**src/rtl/dmem_arb_pkg.sv**
```systemverilog
// dmem_arb_pkg
// Shared definitions for the data-memory arbiter: default geometry of the
// data RAM, the read-owner tag carried across the one-cycle RAM read
// latency, and a saturating increment used by the optional performance
// counters (enabled with the DMEM_ARB_PERF_EN macro in dmem_arbiter).
package dmem_arb_pkg;

    localparam int DMEM_ADDR_W = 12;
    localparam int DMEM_DATA_W = 32;
    localparam int DMEM_DEPTH  = 4096;
    localparam int PERF_W      = 16;

    // Which port issued the read whose data comes back from the RAM this cycle.
    typedef enum logic [1:0] {
        OWN_NONE = 2'd0,
        OWN_P0   = 2'd1,
        OWN_P1   = 2'd2
    } owner_t;

    // Counter step that sticks at all-ones instead of wrapping.
    function automatic logic [PERF_W-1:0] sat_inc(input logic [PERF_W-1:0] value);
        if (value == {PERF_W{1'b1}}) begin
            return value;
        end
        return value + PERF_W'(1);
    endfunction

endpackage

```
**src/rtl/dmem_arbiter_rr_arb2.sv**
```systemverilog
// rr_arb2
// Two-request round-robin arbiter. Grants at most one requester per cycle,
// combinationally from the current requests and the registered pointer of
// the most recent winner. On a conflict the port that did not win last
// time is granted, so each port waits at most one cycle.
//
// Ports:
//   clock       system clock
//   CPU_RESETN  asynchronous active-low reset (pointer resets to port 1 so
//               port 0 wins the first conflict)
//   req[1:0]    request per port
//   gnt[1:0]    one-hot (or zero) grant
module rr_arb2 (
    input  logic       clock,
    input  logic       CPU_RESETN,
    input  logic [1:0] req,
    output logic [1:0] gnt
);

    logic last;
    logic last_next;

    // Pointer register: remembers which port was granted most recently.
    always_ff @(posedge clock or negedge CPU_RESETN) begin
        if (!CPU_RESETN) begin
            last <= 1'b1;
        end else begin
            last <= last_next;
        end
    end

    // Pointer moves to whichever port was granted; it holds on idle cycles.
    always_comb begin
        last_next = last;
        if (gnt[0]) begin
            last_next = 1'b0;
        end else if (gnt[1]) begin
            last_next = 1'b1;
        end
    end

    // Grant decode: a lone requester always wins; on a conflict the port
    // that is not the last winner goes first.
    always_comb begin
        gnt = 2'b00;
        case (req)
            2'b01:   gnt = 2'b01;
            2'b10:   gnt = 2'b10;
            2'b11:   gnt = last ? 2'b01 : 2'b10;
            default: gnt = 2'b00;
        endcase
    end

endmodule

```
**src/rtl/dmem_arbiter.sv**
```systemverilog
// dmem_arbiter
// Shares the single-port, synchronous-read data RAM between the processor
// data port (p0) and a secondary master (p1, debug/DMA loader). One access
// per cycle is granted round-robin; read data arriving one cycle later is
// routed back only to the port that issued the read.
//
// Optional feature: define DMEM_ARB_PERF_EN to add the saturating 16-bit
// counters perf_conflicts (cycles with both requests high) and
// perf_p0_stalls (cycles with p0_stall high).
//
// Ports:
//   clock, CPU_RESETN             clock, asynchronous active-low reset
//   pX_req/we/addr/wdata          request from port X, held until granted
//   pX_gnt                        access accepted this cycle
//   p0_stall                      p0 requesting but not granted
//   pX_rvalid/rdata               read return, one cycle after the grant
//   ram_wen/addr/din, ram_dout    single-port RAM interface
//   oor_err                       sticky flag: a granted access hit addr >= DEPTH
module dmem_arbiter
    import dmem_arb_pkg::*;
#(
    parameter int ADDR_W = DMEM_ADDR_W,
    parameter int DATA_W = DMEM_DATA_W,
    parameter int DEPTH  = DMEM_DEPTH
) (
    input  logic              clock,
    input  logic              CPU_RESETN,

    input  logic              p0_req,
    input  logic              p0_we,
    input  logic [ADDR_W-1:0] p0_addr,
    input  logic [DATA_W-1:0] p0_wdata,
    output logic              p0_gnt,
    output logic              p0_stall,
    output logic              p0_rvalid,
    output logic [DATA_W-1:0] p0_rdata,

    input  logic              p1_req,
    input  logic              p1_we,
    input  logic [ADDR_W-1:0] p1_addr,
    input  logic [DATA_W-1:0] p1_wdata,
    output logic              p1_gnt,
    output logic              p1_rvalid,
    output logic [DATA_W-1:0] p1_rdata,

    output logic              ram_wen,
    output logic [ADDR_W-1:0] ram_addr,
    output logic [DATA_W-1:0] ram_din,
    input  logic [DATA_W-1:0] ram_dout,

    output logic              oor_err
`ifdef DMEM_ARB_PERF_EN
    ,
    output logic [PERF_W-1:0] perf_conflicts,
    output logic [PERF_W-1:0] perf_p0_stalls
`endif
);

    logic [1:0]        req_live;
    logic [1:0]        gnt;
    logic              any_gnt;
    logic              sel_we;
    logic [ADDR_W-1:0] sel_addr;
    logic [DATA_W-1:0] sel_wdata;
    logic              sel_oor;
    owner_t            rd_own;
    owner_t            rd_own_next;
    logic              rd_oor;

    // Requests are masked while reset is held so that nothing is granted
    // and no RAM write can slip through before reset is released.
    assign req_live = {p1_req, p0_req} & {2{CPU_RESETN}};

    rr_arb2 u_arb (
        .clock      (clock),
        .CPU_RESETN (CPU_RESETN),
        .req        (req_live),
        .gnt        (gnt)
    );

    assign p0_gnt   = gnt[0];
    assign p1_gnt   = gnt[1];
    assign p0_stall = req_live[0] & ~gnt[0];
    assign any_gnt  = |gnt;

    // RAM-side mux: p1 only when p1 is granted, otherwise p0 values are
    // presented (with the write enable dropped when nobody is granted).
    always_comb begin
        sel_we    = p0_we;
        sel_addr  = p0_addr;
        sel_wdata = p0_wdata;
        if (gnt[1]) begin
            sel_we    = p1_we;
            sel_addr  = p1_addr;
            sel_wdata = p1_wdata;
        end
    end

    // Range check is done in 32 bits because DEPTH may equal 2**ADDR_W.
    assign sel_oor  = 32'(sel_addr) >= 32'(DEPTH);

    assign ram_wen  = any_gnt & sel_we & ~sel_oor;
    assign ram_addr = sel_addr;
    assign ram_din  = sel_wdata;

    // Tag for the read that the RAM will answer next cycle; re-evaluated
    // every cycle so back-to-back reads simply overwrite it.
    always_comb begin
        rd_own_next = OWN_NONE;
        if (any_gnt && !sel_we) begin
            rd_own_next = gnt[1] ? OWN_P1 : OWN_P0;
        end
    end

    // Read-owner pipeline plus the flag that turns an out-of-range read
    // into a zero return, and the sticky out-of-range error.
    always_ff @(posedge clock or negedge CPU_RESETN) begin
        if (!CPU_RESETN) begin
            rd_own  <= OWN_NONE;
            rd_oor  <= 1'b0;
            oor_err <= 1'b0;
        end else begin
            rd_own <= rd_own_next;
            rd_oor <= sel_oor;
            if (any_gnt && sel_oor) begin
                oor_err <= 1'b1;
            end
        end
    end

    // Read return: only the owning port sees data; the other reads zero.
    always_comb begin
        p0_rvalid = (rd_own == OWN_P0);
        p1_rvalid = (rd_own == OWN_P1);
        p0_rdata  = '0;
        p1_rdata  = '0;
        if (p0_rvalid && !rd_oor) begin
            p0_rdata = ram_dout;
        end
        if (p1_rvalid && !rd_oor) begin
            p1_rdata = ram_dout;
        end
    end

`ifdef DMEM_ARB_PERF_EN
    // Saturating event counters for contention and processor stalls.
    always_ff @(posedge clock or negedge CPU_RESETN) begin
        if (!CPU_RESETN) begin
            perf_conflicts <= '0;
            perf_p0_stalls <= '0;
        end else begin
            if (&req_live) begin
                perf_conflicts <= sat_inc(perf_conflicts);
            end
            if (p0_stall) begin
                perf_p0_stalls <= sat_inc(perf_p0_stalls);
            end
        end
    end
`endif

endmodule
```
**config.mk**
```make
export PLATFORM = sky130hd
export DESIGN_NAME = dmem_arbiter
export DESIGN_NICKNAME = d
export VERILOG_FILES = /design/src/rtl/dmem_arb_pkg.sv /design/src/rtl/dmem_arbiter_rr_arb2.sv /design/src/rtl/dmem_arbiter.sv
export SDC_FILE = /design/constraint.sdc
export NUM_CORES = 1
export LEC_CHECK = 0
export ABC_CLOCK_PERIOD_IN_PS = 2070
export CORE_AREA = 2 2 94 96
export CTS_BUF_LIST = sky130_fd_sc_hd__clkbuf_8
export DETAILED_ROUTE_END_ITERATION = 12
export DIE_AREA = 0 0 96 98
export PLACE_DENSITY_LB_ADDON = 0.1
export SLEW_MARGIN = 25
export SYNTH_ARGS = -nofsm -noshare
export SYNTH_HDL_FRONTEND = slang
export SYNTH_SLANG_ARGS = --single-unit
```
**constraint.sdc**
```tcl
create_clock -name clock -period 2.07 [get_ports clock]
set_clock_uncertainty 0.15 [all_clocks]
set_input_delay 0.414 -clock clock [delete_from_list [all_inputs] [get_ports clock]]
set_output_delay 0.414 -clock clock [all_outputs]
set_load 0.02 [all_outputs]
```
==> impl_metrics.toml <==
[synth]
yosysTopAreaCellShare = 0.395
yosysSeqAreaShare = 0.0653
netlist_area_sq_um = 1170
yosys.area.top_type = "mux2_2"
synth_cells = 139
synth_edf_count = 0
yosys_warnings = 0
synth.net_count = 265
ys_types = 19
async_flop_share = 1.00
syn-mean-instance-area_sq_um = 8.41
synth_seq_cells = 3
ys_top_cells_by_area = "mux2_2 (40%), and2_1 (34%), clkbuf_8 (4.7%)"
synthFlopType = "dfrtp_1"

[worst_setup_path]
cp.arrival_ps = 1660
worstPathCellList = "nand2_2 -> nand3_4 -> buf_12 -> clkbuf_16 -> mux2_4 -> buf_6"
critPathLaunchType = "flip-flop"
reg2reg_depth = 4
end_kind = "output port"
cp_slowest_cell = "dfstp_2"
critPathKind = "flip-flop to output port"
required_ps = 1510
max_stage_delay_ps = 540
cp_max_fo = 5

[final_layout]
layout_commonest_cell = "clkdlybuf4s50_1"
final_cell_mix = "clkdlybuf4s50_1 (122), dlygate4sd2_1 (69), and2_1 (64)"
multiInputGateArea_sq_um = 1160
fillers = 841
syn_to_final_growth_pct = 246
regArea_sq_um = 76.3
antenna_cells = 0
fin_nets = 515
finalInstanceArea_sq_um = 4040
drive_above_1_share = 0.304
finalCoreUtilization = 0.477

[power_and_ir_drop]
finalPower_mw = 1.15
p_leak_nw = 2.14
power_density_nw_per_um2 = 284
peakVddDrop_mv = 0.147

[grt]
grt_pass1_vias = 2049
grt-ovfl-total = 0
grt_max_degree = 34
grtUsageTotal = 0.143
antenna_found_initial = 0
grt_pass1_wl_microns = 10600

[run_status]
status = "finished with violations"
violations = "negative setup slack"

[clocking]
clock_sinks = 3
numCtsBuffers = 3
clockRootBuffer = "clkbuf_8"
path_clk_slew_ps = 30
cts_hold_buf = 0
clkLatencyLatePin_ps = 210
cts_tree = "done"
cts_max_path_buffers = 2
htreeDepth = 1

[die]
fp.dieH_microns = 98
die_x_microns = 96
rows = 34
design.core.area_sq_um = 8470
dieArea_sq_um = 9410
start_util = 0.138
ios = 241

[route]
firstDrtPassIters = 4
route.detailed.drc = 0
dr_total_vias = 1956
viasPerCell = 3.94
drtIter0Drc = 23
wl_microns = 7280
wl_per_cell_microns = 14.7
final_antenna_net_count = 0

[worst_hold_path]
worstHoldPathType = "primary input to async pin"

[sta]
hold_violations = 0
fmax_ghz = 0.450
finalSetupViolations = 44
rsz0062_at_grt = "true"
period_needed_ps = 2220
fin_ws_ps = -154
finalCritPeriodShare = 1.07
slew_violations = 0

[placement]
post-place-ws_ps = -750
io_buffer_count = 239
globalplace.congestion = 0.759
place_area_sq_um = 3730
place_hpwl_microns = 5740

[flow_run]
cap_violations = 0
where the power goes:
group,leakage [nW],internal [mW],switching [mW]
clock network,0.0269,0.126,0.0353
logic,2.07,0.567,0.348
registers,0.0377,0.0676,0.00464
path summary, 6_finish.rpt:
path,start,endpoint,slack [ps]
max,u_arb.last,ram_addr[10],-150
max reg2reg,u_arb.last,rd_own[0],770
max in group asynchronous,CPU_RESETN,u_arb.last,1410
min reg2reg,u_arb.last,u_arb.last,520
min,CPU_RESETN,rd_own[1],160
min in group clock,p0_req,u_arb.last,510
layout make-up:
class / instances / area share
Multi-Input combinational cell: 124 / 0.287
Clock inverter: 1 / 0.000929
Tap cell: 108 / 0.0334
Sequential cell: 3 / 0.0189
Inverter: 1 / 0.000929
Timing Repair Buffer: 256 / 0.648
Clock buffer: 3 / 0.0102
through the flow:
step	TNS, ps	hold WS (ps)	std cells
final	-4890	160	496
after CTS	-5700	163	496
after floorplan	0	-31.6	139
after detailed placement	-39240	384	484
after global placement	-37740	381	484
after global routing	-7300	174	496
cells in the mapped netlist (2+ instances only):
| cell type | instances |
|---|---|
| clkbuf_8 | 4 |
| nand3_1 | 2 |
| mux2_2 | 41 |
| mux2_4 | 3 |
| clkbuf_1 | 6 |
| nand2_1 | 2 |
| nor2_1 | 2 |
| nor2b_1 | 4 |
| dfrtp_1 | 2 |
| and2_1 | 64 |
routing by layer:
| metal | vias up | share of wire | global-route usage |
|---|---|---|---|
| met5 | - | 0 | 0 |
| met2 | 117 | 0.58 | 0.290 |
| met4 | 0 | 0.0038 | 0.0209 |
| met3 | 2 | 0.10 | 0.0517 |
| met1 | 879 | 0.32 | 0.133 |
| li1 | 958 | - | - |
cells by family (layout without fill, tap and decap cells):
kind of cell	Yosys count	count (layout)	share of synthesized area
buf+inv	12	261	0.0760
mux	44	44	0.434
simple gates	76	76	0.406
compound gates	3	3	0.0161
other cells	1	1	0.00321
flops	3	3	0.0653
flip-flops by register name (all words and copies together), names as in the netlist:
name	count
rd_own	2
u_arb.last	1
critical path: cells and delay by family, from the launching register on:
family / cells / cell delay, ps
and+or+nand+nor: 2 / 160
muxes: 1 / 310
buffers and inverters: 3 / 430
DFF: 1 / 540
what timing repair did:
| item | CTS | global route |
|---|---|---|
| endpoints found under the setup margin | 114 | 48 |
| setup buffers | 4 | 0 |
| resized for setup | 351 | 44 |
| gates cloned | 4 | 1 |
| pin swaps | 1 | 0 |
Note: power is estimated with default switching activity, not from simulation.
